$ cat src/rtl/uart_tx_engine.sv
// uart_tx_engine
//   Transmit shift engine of the UART. A one-cycle load strobe, seen while
//   idle, captures a byte and its frame options. The byte is then sent as an
//   async frame: start bit, 7 or 8 data bits LSB first, optional parity and
//   one stop bit. tx_done pulses for one cycle when the frame ends.
//
//   state  | meaning
//   IDLE   | line high, waiting for load
//   SHIFT  | frame in progress, each bit held for K clocks
//
// Ports
//   clk      in   system clock
//   reset    in   asynchronous active-high reset
//   load     in   one-cycle write strobe, accepted only in IDLE
//   din      in   transmit byte (din[7] unused for 7-bit frames)
//   baud_k   in   bit period in clk cycles (0 and 1 are treated as 2)
//   eight    in   1 = 8 data bits, 0 = 7 data bits
//   pen      in   parity enable
//   ohel     in   parity sense, 1 = odd, 0 = even
//   tx       out  serial line, idle high
//   busy     out  frame in progress
//   tx_done  out  one-cycle pulse at frame end
module uart_tx_engine #(
  parameter int K_W = 20
) (
  input  logic           clk,
  input  logic           reset,
  input  logic           load,
  input  logic [7:0]     din,
  input  logic [K_W-1:0] baud_k,
  input  logic           eight,
  input  logic           pen,
  input  logic           ohel,
  output logic           tx,
  output logic           busy,
  output logic           tx_done
);

  typedef enum logic {ST_IDLE, ST_SHIFT} state_t;

  state_t         r_state;
  state_t         w_state_nxt;

  logic           r_tx;
  logic           r_busy;
  logic           r_done;
  // Holds every bit after the start bit, pre-filled with ones above the
  // stop bit so shifting out never exposes a stale value.
  logic [9:0]     r_shift;
  logic [3:0]     r_bit_cnt;
  logic [3:0]     r_last_bit;
  logic [K_W-1:0] r_baud_cnt;
  logic [K_W-1:0] r_k;

  logic [K_W-1:0] w_k_clamped;
  logic [7:0]     w_data_mask;
  logic           w_parity;
  logic [9:0]     w_frame;
  logic [3:0]     w_last_bit;
  logic           w_bit_end;
  logic           w_start;
  logic           w_frame_end;

  assign w_k_clamped = (baud_k < K_W'(2)) ? K_W'(2) : baud_k;
  assign w_bit_end   = (r_baud_cnt == r_k - K_W'(1));
  // Index of the stop bit: start + data + optional parity.
  assign w_last_bit  = (eight ? 4'd9 : 4'd8) + {3'b000, pen};

  always_comb begin
    w_data_mask = eight ? 8'hFF : 8'h7F;
    w_parity    = (^(din & w_data_mask)) ^ ohel;
    w_frame     = '1;
    if (eight) begin
      w_frame[7:0] = din;
      w_frame[8]   = pen ? w_parity : 1'b1;
    end else begin
      w_frame[6:0] = din[6:0];
      w_frame[7]   = pen ? w_parity : 1'b1;
    end
  end

  always_ff @(posedge clk or posedge reset) begin
    if (reset) r_state <= ST_IDLE;
    else       r_state <= w_state_nxt;
  end

  always_comb begin
    w_state_nxt = r_state;
    w_start     = 1'b0;
    w_frame_end = 1'b0;
    case (r_state)
      ST_IDLE: begin
        if (load) begin
          w_state_nxt = ST_SHIFT;
          w_start     = 1'b1;
        end
      end
      ST_SHIFT: begin
        if (w_bit_end && (r_bit_cnt == r_last_bit)) begin
          w_state_nxt = ST_IDLE;
          w_frame_end = 1'b1;
        end
      end
      default: w_state_nxt = ST_IDLE;
    endcase
  end

  always_ff @(posedge clk or posedge reset) begin
    if (reset) begin
      r_tx       <= 1'b1;
      r_busy     <= 1'b0;
      r_done     <= 1'b0;
      r_shift    <= '1;
      r_bit_cnt  <= '0;
      r_last_bit <= '0;
      r_baud_cnt <= '0;
      r_k        <= K_W'(2);
    end else begin
      r_done <= w_frame_end;
      if (w_start) begin
        r_tx       <= 1'b0;
        r_busy     <= 1'b1;
        r_shift    <= w_frame;
        r_k        <= w_k_clamped;
        r_last_bit <= w_last_bit;
        r_baud_cnt <= '0;
        r_bit_cnt  <= '0;
      end else if (w_frame_end) begin
        r_tx       <= 1'b1;
        r_busy     <= 1'b0;
        r_baud_cnt <= '0;
        r_bit_cnt  <= '0;
      end else if (r_state == ST_SHIFT) begin
        if (w_bit_end) begin
          r_baud_cnt <= '0;
          r_bit_cnt  <= r_bit_cnt + 4'd1;
          r_tx       <= r_shift[0];
          r_shift    <= {1'b1, r_shift[9:1]};
        end else begin
          r_baud_cnt <= r_baud_cnt + K_W'(1);
        end
      end
    end
  end

  assign tx      = r_tx;
  assign busy    = r_busy;
  assign tx_done = r_done;

endmodule
$ cat config.mk
export PLATFORM = sky130hd
export DESIGN_NAME = uart_tx_engine
export DESIGN_NICKNAME = d
export VERILOG_FILES = /design/src/rtl/uart_tx_engine.sv
export SDC_FILE = /design/constraint.sdc
export NUM_CORES = 1
export LEC_CHECK = 0
export BUFFER_PORTS_ARGS = -buffer_cell sky130_fd_sc_hd__buf_4
export CELL_PAD_IN_SITES_DETAIL_PLACEMENT = 1
export CELL_PAD_IN_SITES_GLOBAL_PLACEMENT = 2
export CORE_MARGIN = 2
export CORE_UTILIZATION = 36
export CTS_CLUSTER_DIAMETER = 120
export DETAILED_ROUTE_END_ITERATION = 10
export PLACE_DENSITY_LB_ADDON = 0.3
export SETUP_SLACK_MARGIN = 0.02
export SKIP_CTS_REPAIR_TIMING = 1
export SYNTH_ARGS = -nofsm -noshare
export SYNTH_HDL_FRONTEND = slang
export SYNTH_SLANG_ARGS = --single-unit
export TNS_END_PERCENT = 5
$ cat constraint.sdc
create_clock -name clk -period 4.63 [get_ports clk]
set_input_delay 0.926 -clock clk [delete_from_list [all_inputs] [get_ports clk]]
set_output_delay 0.926 -clock clk [all_outputs]
set_load 0.01 [all_outputs]
==> results.sh, run 1 <==
export IMPL_critical_path_required_ns=4.82
export IMPL_groute_usage_overall=0.191
export IMPL_routedWlPerCell_microns=16.2
export IMPL_rsz_0062_raised_after_global_routing="no"
export IMPL_h_tree_depth=3
export IMPL_hold_slack_ns=0.491
export IMPL_cts_max_path_buffers=2
export IMPL_holdCritPathClass="flip-flop to flip-flop"
export IMPL_synth_compound_area_share=0.0883
export IMPL_syn_to_final_growth_pct=17.4
export IMPL_synth_largest_area_cell="sky130_fd_sc_hd__dfrtp_1"
export IMPL_synth_top_area_share=0.348
export IMPL_grt_overflow_total=0
export IMPL_routed_wl_microns=9240
export IMPL_placed_cells=555
export IMPL_max_slew_worst_pin_slew_ns=0.849
export IMPL_timing_final_setup_violations=0
export IMPL_synth_lib_cells_used_distinct=52
export IMPL_drt_initial_drc_count=65
export IMPL_synthesis_nets=436
export IMPL_synth_simple_gate_area_share=0.297
export IMPL_synth_seq_area_share=0.429
export IMPL_clock_insertion_delay_worst_skew_ns=0.34
export IMPL_layoutNonFillerInstCount=571
export IMPL_slew_headroom=0.432
export IMPL_finalWorstPathRequiredPeriod_ns=3.85
export IMPL_final_nets=471
export IMPL_synth_mux_area_frac=0.00603
export IMPL_timing_critical_path_from_type="flip-flop"
export IMPL_grt_pass1_wl_microns=15500
export IMPL_power_per_cell_area_nw_per_um2=380
export IMPL_clock_fmax_ghz=0.259
export IMPL_synth_main_ff_cell="sky130_fd_sc_hd__dfrtp_1"
export IMPL_worstSetupEndpointType="flip-flop"
export IMPL_via_count_of_the_first_global_routing_pass=3127
export IMPL_placement_setup_worst_slack_ns=0.740
export IMPL_number_of_synthesized_flops_with_an_enable_pin=0
export IMPL_detail_route_antenna_nets=0
export IMPL_drt_pass1_iterations=4
export IMPL_grt_start_max_net_pins=40
export IMPL_io_pins=37
export IMPL_routed_via_count=2938
export IMPL_floorplan_initialDensity=0.366
export IMPL_drc=0
export IMPL_synth_async_sr_flop_share=1.00
export IMPL_hpwl_reported_at_the_end_of_detailed_placement_microns=6970
export IMPL_fp_coreArea_sq_um=9640
export IMPL_post_synthesis_xor_xnor_area_fraction=0.134
export IMPL_synthAdderAreaFrac=0.0142
export IMPL_hold_viol_final=0
export IMPL_cts_root_buf="sky130_fd_sc_hd__clkbuf_8"
export IMPL_final_layout_size_suffix_gt1_frac=0.189
export IMPL_chipHeight_microns=103
export IMPL_cell_area_after_technology_mapping_sq_um=3530
export IMPL_drv_max_cap_violation_count=0
export IMPL_core_rowCount=36
export IMPL_buffer_ports_inserted=36
export IMPL_yosys_register_bits=60
export IMPL_power_share_switching=0.316
export IMPL_grt_antenna_before_repair=0
export IMPL_gpl_final_weighted_congestion=0.782
export IMPL_data_arrival_at_the_endpoint_of_the_critical_path_ns=4.05
export IMPL_path_max_fanout=19
export IMPL_numCtsBuffers=9
export IMPL_fin_crit_sh=0.832
export IMPL_gate_count_post_synth=398
export IMPL_seq_power_share=0.445
export IMPL_power_share_clock=0.342
export IMPL_p_int_mw=1.08
export IMPL_cts_tree="done"
export IMPL_largest_family_of_logic_cells_by_synthesized_area="simple AND/OR/NAND/NOR gates"
export IMPL_synth_top_cells_by_area="sky130_fd_sc_hd__dfrtp_1, sky130_fd_sc_hd__nand2_1, sky130_fd_sc_hd__dfstp_2, sky130_fd_sc_hd__xnor2_1, sky130_fd_sc_hd__xor2_1"
export IMPL_post_route_setup_slack_ns=0.776
export IMPL_post_synth_cell_area_avg_sq_um=8.87
export IMPL_antenna_diode_count=0
export IMPL_floorplan_die_width_microns=103
export IMPL_cts_sinks=60
export IMPL_pwr_share_comb=0.213
export IMPL_power_ir_vdd_worst_v=0.000205
export IMPL_drt_vias_per_instance=5.15
export IMPL_cts_clk_slew_worst_paths_ns=0.08
export IMPL_setup_tns_final_ns=0
export IMPL_static_leakage_power_nw=1.82
export IMPL_synth_warning_count=0
export IMPL_design_die_area_sq_um=10600
export IMPL_outcome="finished clean"
export IMPL_timing_clock_skew_ns=0.00982
export IMPL_total_switching_power_mw=0.498
export IMPL_criticalPathCategory="flip-flop to flip-flop"
export IMPL_drv_slew=0
## synthesized netlist by cell type, types with 4 or more instances
master and instances:
sky130_fd_sc_hd__a21oi_1 9, sky130_fd_sc_hd__clkbuf_1 13, sky130_fd_sc_hd__dfrtp_1 49, sky130_fd_sc_hd__dfstp_2 11, sky130_fd_sc_hd__ha_1 4, sky130_fd_sc_hd__inv_1 8
sky130_fd_sc_hd__nand2_1 87, sky130_fd_sc_hd__nand2b_1 7, sky130_fd_sc_hd__nand3_1 22, sky130_fd_sc_hd__nand4_1 11, sky130_fd_sc_hd__nor2_1 36, sky130_fd_sc_hd__nor2b_1 4
sky130_fd_sc_hd__nor3_1 9, sky130_fd_sc_hd__nor4_1 7, sky130_fd_sc_hd__o211ai_1 9, sky130_fd_sc_hd__o21ai_0 9, sky130_fd_sc_hd__xnor2_1 29, sky130_fd_sc_hd__xor2_1 25
## critical path, stage by stage, from the launching register on
cell and delay, ns:
sky130_fd_sc_hd__dfrtp_1 0.44, sky130_fd_sc_hd__or4_4 0.57, sky130_fd_sc_hd__or4_4 0.44, sky130_fd_sc_hd__or4_4 0.53, sky130_fd_sc_hd__a211oi_2 0.28, sky130_fd_sc_hd__nand4_2 0.19
sky130_fd_sc_hd__nor4b_4 0.42, sky130_fd_sc_hd__or2_1 0.66, sky130_fd_sc_hd__o21ai_0 0.16
## cells in the final DEF (no fill, tap or decap), types with 3 or more instances in the layout
master and instances:
sky130_fd_sc_hd__buf_4 40, sky130_fd_sc_hd__nand2b_1 7, sky130_fd_sc_hd__ha_1 4, sky130_fd_sc_hd__and4_1 3
sky130_fd_sc_hd__inv_1 7, sky130_fd_sc_hd__nor3_1 9, sky130_fd_sc_hd__or4_1 3, sky130_fd_sc_hd__dfrtp_1 49
sky130_fd_sc_hd__dfstp_2 11, sky130_fd_sc_hd__nand4_1 11, sky130_fd_sc_hd__nor2_1 36, sky130_fd_sc_hd__o211ai_1 9
sky130_fd_sc_hd__clkbuf_8 10, sky130_fd_sc_hd__or4_4 3, sky130_fd_sc_hd__nand2_1 87, sky130_fd_sc_hd__xnor2_1 29
sky130_fd_sc_hd__o21ai_0 9, sky130_fd_sc_hd__a22oi_1 3, sky130_fd_sc_hd__o31ai_1 3, sky130_fd_sc_hd__nand3_1 22
sky130_fd_sc_hd__a21oi_1 9, sky130_fd_sc_hd__xor2_1 25, sky130_fd_sc_hd__nor2b_1 3, sky130_fd_sc_hd__nor4_1 7
## cell families after synthesis
logic type / Yosys count
AO/OA/AOI/OAI: 45
buffers and inverters: 24
multiplexers: 2
AND/OR/NAND/NOR: 209
flip-flops: 60
XOR/XNOR: 54
adder cells (fa/ha/maj): 4
## state kept, by name (all words and copies together), names as in the netlist
| signal | cells |
|---|---|
| r_k | 20 |
| tx_done | 1 |
| busy | 1 |
| r_last_bit | 3 |
| r_baud_cnt | 20 |
| r_state | 1 |
| r_shift | 9 |
| tx | 1 |
| r_bit_cnt | 4 |
## power by group through the flow
stage	combinational [mW]	clock, mW	sequential (mW)
5_1_grt	0.386	0.574	0.713
3_3_place_gp	0.328	0	0.706
2_1_floorplan	0.274	0	0.663
6_report	0.336	0.539	0.701
4_1_cts	0.341	0.556	0.700
3_5_place_dp	0.339	0	0.707
## metrics by stage
step	power [mW]	instance area, sq um	utilization
after detailed placement	1.05	3920	0.406
after global placement	1.03	3920	0.406
after floorplan	0.937	3530	-
final	1.58	4140	0.430
after CTS	1.60	4140	0.430
after global routing	1.67	4140	0.430
## area by class of cell
class / count / area (sq um)
inverter: 8 / 30.0
clock buffer: 10 / 138
tap: 133 / 166
clock inverter: 6 / 86.3
timing repair buffer: 40 / 300
multi-input combinational: 314 / 1910
fill: 1188 / 5500
sequential: 60 / 1520
## path summary, 6_finish.rpt
| check | from | endpoint | cells past startpoint | slack (ns) |
|---|---|---|---|---|
| worst min register to register | r_last_bit[3] | r_last_bit[3] | 1 | 0.49 |
| worst max register to register | r_k[11] | r_bit_cnt[3] | 8 | 0.78 |
| max in group asynchronous | reset | r_shift[4] | 3 | 3.04 |
| worst min-delay path | r_last_bit[3] | r_last_bit[3] | 1 | 0.49 |
| min in group asynchronous | reset | tx_done | 2 | 0.68 |
| worst max-delay path | r_k[11] | r_bit_cnt[3] | 8 | 0.78 |
## layer usage
metal  routed length, microns  global-route usage
met5                        0                   0
met1                     4440               0.250
met3                      250              0.0407
met4                       84              0.0455
met2                     4460               0.323
(Power assumes the default switching activity.)
==> run 2, diff against run 1 <==
--- a/config.mk
+++ b/config.mk
@@ -9,7 +9,7 @@
 export CELL_PAD_IN_SITES_DETAIL_PLACEMENT = 1
 export CELL_PAD_IN_SITES_GLOBAL_PLACEMENT = 2
 export CORE_MARGIN = 2
-export CORE_UTILIZATION = 36
+export CORE_UTILIZATION = 33
 export CTS_CLUSTER_DIAMETER = 120
 export DETAILED_ROUTE_END_ITERATION = 10
 export PLACE_DENSITY_LB_ADDON = 0.3
==> constraint.sdc (replaced) <==
create_clock -name clk -period 3.4 [get_ports clk]
set_input_delay 0.68 -clock clk [delete_from_list [all_inputs] [get_ports clk]]
set_output_delay 0.68 -clock clk [all_outputs]
set_load 0.01 [all_outputs]
==> run 2 against run 1 <==
Against the previous run: design area grew 2.3%; worst setup slack lost 0.64 ns; register-to-register slack lost 0.64 ns; sequential share of layout area shrank 0.81 points; via count grew 0.71%; critical path type unchanged.
==> results.sh, run 2 (synthesized netlist as in run 1, its figures left out) <==
export IMPL_outcome="finished clean"
export IMPL_critPathMaxStageDelay_ns=0.55
export IMPL_cts_tree="done"
export IMPL_floorplan_die_width_microns=107
export IMPL_grt_overflow_total=0
export IMPL_post_route_setup_slack_ns=0.139
export IMPL_finalWorstPathRequiredPeriod_ns=3.26
export IMPL_routedWlPerCell_microns=15.8
export IMPL_reg_top3="r_baud_cnt x20, r_k x20, r_shift x9"
export IMPL_detail_route_antenna_nets=0
export IMPL_path_cells="or4_4, or4_4, or4_4, a211oi_2, nand4_2, or4_1, mux2_2, nor2_1"
export IMPL_clock_insertion_delay_worst_skew_ns=0.34
export IMPL_holdCritPathClass="flip-flop to flip-flop"
export IMPL_fin_crit_sh=0.959
export IMPL_post_route_cell_area_sq_um=4240
export IMPL_core_rowCount=37
export IMPL_cts_max_path_buffers=2
export IMPL_data_arrival_at_the_endpoint_of_the_critical_path_ns=3.53
export IMPL_setup_tns_final_ns=0
export IMPL_cts_root_buf="sky130_fd_sc_hd__clkbuf_8"
export IMPL_drv_max_cap_violation_count=0
export IMPL_crit_family="simple AND/OR/NAND/NOR gates"
export IMPL_drt_vias_per_instance=5.06
export IMPL_buffer_ports_inserted=36
export IMPL_busiest_layer="met2"
export IMPL_layout_commonest_cell="sky130_fd_sc_hd__nand2_1"
export IMPL_drv_slew=0
export IMPL_drt_pass1_iterations=4
export IMPL_detailed_place_area_sq_um=3990
export IMPL_timing_critical_path_from_type="flip-flop"
export IMPL_final_core_util=0.408
export IMPL_reg2reg_setup_slack_ns=0.14
export IMPL_groute_usage_overall=0.174
export IMPL_hold_viol_final=0
export IMPL_antenna_diode_count=0
export IMPL_criticalPathCategory="flip-flop to flip-flop"
export IMPL_cts_sinks=60
export IMPL_final_nets=482
export IMPL_placed_cells=566
export IMPL_use_met2=0.265
export IMPL_placement_setup_worst_slack_ns=0.157
export IMPL_layoutNonFillerInstCount=585
export IMPL_via_count_of_the_first_global_routing_pass=3047
export IMPL_critical_path_required_ns=3.67
export IMPL_h_tree_depth=3
export IMPL_timing_final_setup_violations=0
export IMPL_drc=0
export IMPL_static_leakage_power_nw=1.88
export IMPL_grt_pass1_wl_microns=15800
export IMPL_routed_wl_microns=9210
export IMPL_power_ir_vdd_worst_v=0.000220
export IMPL_report_power_total_mw=2.15
export IMPL_hpwl_reported_at_the_end_of_detailed_placement_microns=6730
export IMPL_grtUsageMet1=0.252
export IMPL_timing_clock_skew_ns=0.00984
export IMPL_slew_headroom=0.473
export IMPL_cts_clk_slew_worst_paths_ns=0.07
export IMPL_grt_start_max_net_pins=61
export IMPL_grt_antenna_before_repair=0
export IMPL_hold_slack_ns=0.497
export IMPL_power_per_cell_area_nw_per_um2=507
export IMPL_fp_coreArea_sq_um=10400
export IMPL_gpl_final_weighted_congestion=0.796
export IMPL_final_layout_size_suffix_gt1_frac=0.209
export IMPL_design_die_area_sq_um=11500
export IMPL_floorplan_initialDensity=0.340
export IMPL_path_max_fanout=4
export IMPL_io_pins=37
export IMPL_cpMostUsedCell="sky130_fd_sc_hd__or4_4"
export IMPL_critical_path_buf_inv_count=0
export IMPL_drt_initial_drc_count=69
export IMPL_critical_path_slowest_cell="sky130_fd_sc_hd__or4_4"
export IMPL_syn_to_final_growth_pct=20.0
export IMPL_mostFrequentLayoutCells="sky130_fd_sc_hd__nand2_1, sky130_fd_sc_hd__buf_4, sky130_fd_sc_hd__dfrtp_1, sky130_fd_sc_hd__nor2_1, sky130_fd_sc_hd__xnor2_1"
export IMPL_clock_fmax_ghz=0.307
export IMPL_routed_via_count=2959
export IMPL_numCtsBuffers=9
export IMPL_worstSetupEndpointType="flip-flop"
export IMPL_max_slew_worst_pin_slew_ns=0.791
export IMPL_rsz_0062_raised_after_global_routing="yes"
export IMPL_chipHeight_microns=107
export IMPL_groute_layer_met3_usage=0.0357
==> run 2: worst paths after layout <==
kind	from	depth (start not counted)	end
min in group asynchronous	reset	3	tx_done
worst max register to register	r_k[11]	8	r_bit_cnt[0]
worst max-delay path	r_k[11]	8	r_bit_cnt[0]
worst min register to register	r_shift[6]	2	r_shift[6]
max in group asynchronous	reset	3	r_k[13]
worst min-delay path	r_shift[6]	2	r_shift[6]
==> run 2: worst reg2reg max path: stages (launching register included) <==
cell and delay [ns]:
sky130_fd_sc_hd__dfrtp_1 0.38, sky130_fd_sc_hd__or4_4 0.55, sky130_fd_sc_hd__or4_4 0.45, sky130_fd_sc_hd__or4_4 0.53, sky130_fd_sc_hd__a211oi_2 0.25, sky130_fd_sc_hd__nand4_2 0.17, sky130_fd_sc_hd__or4_1 0.50, sky130_fd_sc_hd__mux2_2 0.27
sky130_fd_sc_hd__nor2_1 0.08
==> run 2: power breakdown <==
part | internal [mW] | switching (mW)
combinational | 0.227 | 0.239
sequential | 0.818 | 0.139
clock | 0.429 | 0.296
==> run 2: final cells by class <==
type                       instances  area (sq um)
clock buffer                      11           141
clock inverter                     5          75.1
fill                            1258          6130
inverter                           8          30.0
multi-input combinational        314          1910
sequential                        60          1520
tap                              136           170
timing repair buffer              51           395
==> run 2: routing by layer <==
metal | vias up | share of wire | wire, microns
met1 | 1458 | 0.51 | 4730
li1 | 1457 | - | -
met3 | 11 | 0.026 | 238
met5 | - | 0 | 0
met2 | 33 | 0.45 | 4140
met4 | 0 | 0.011 | 104
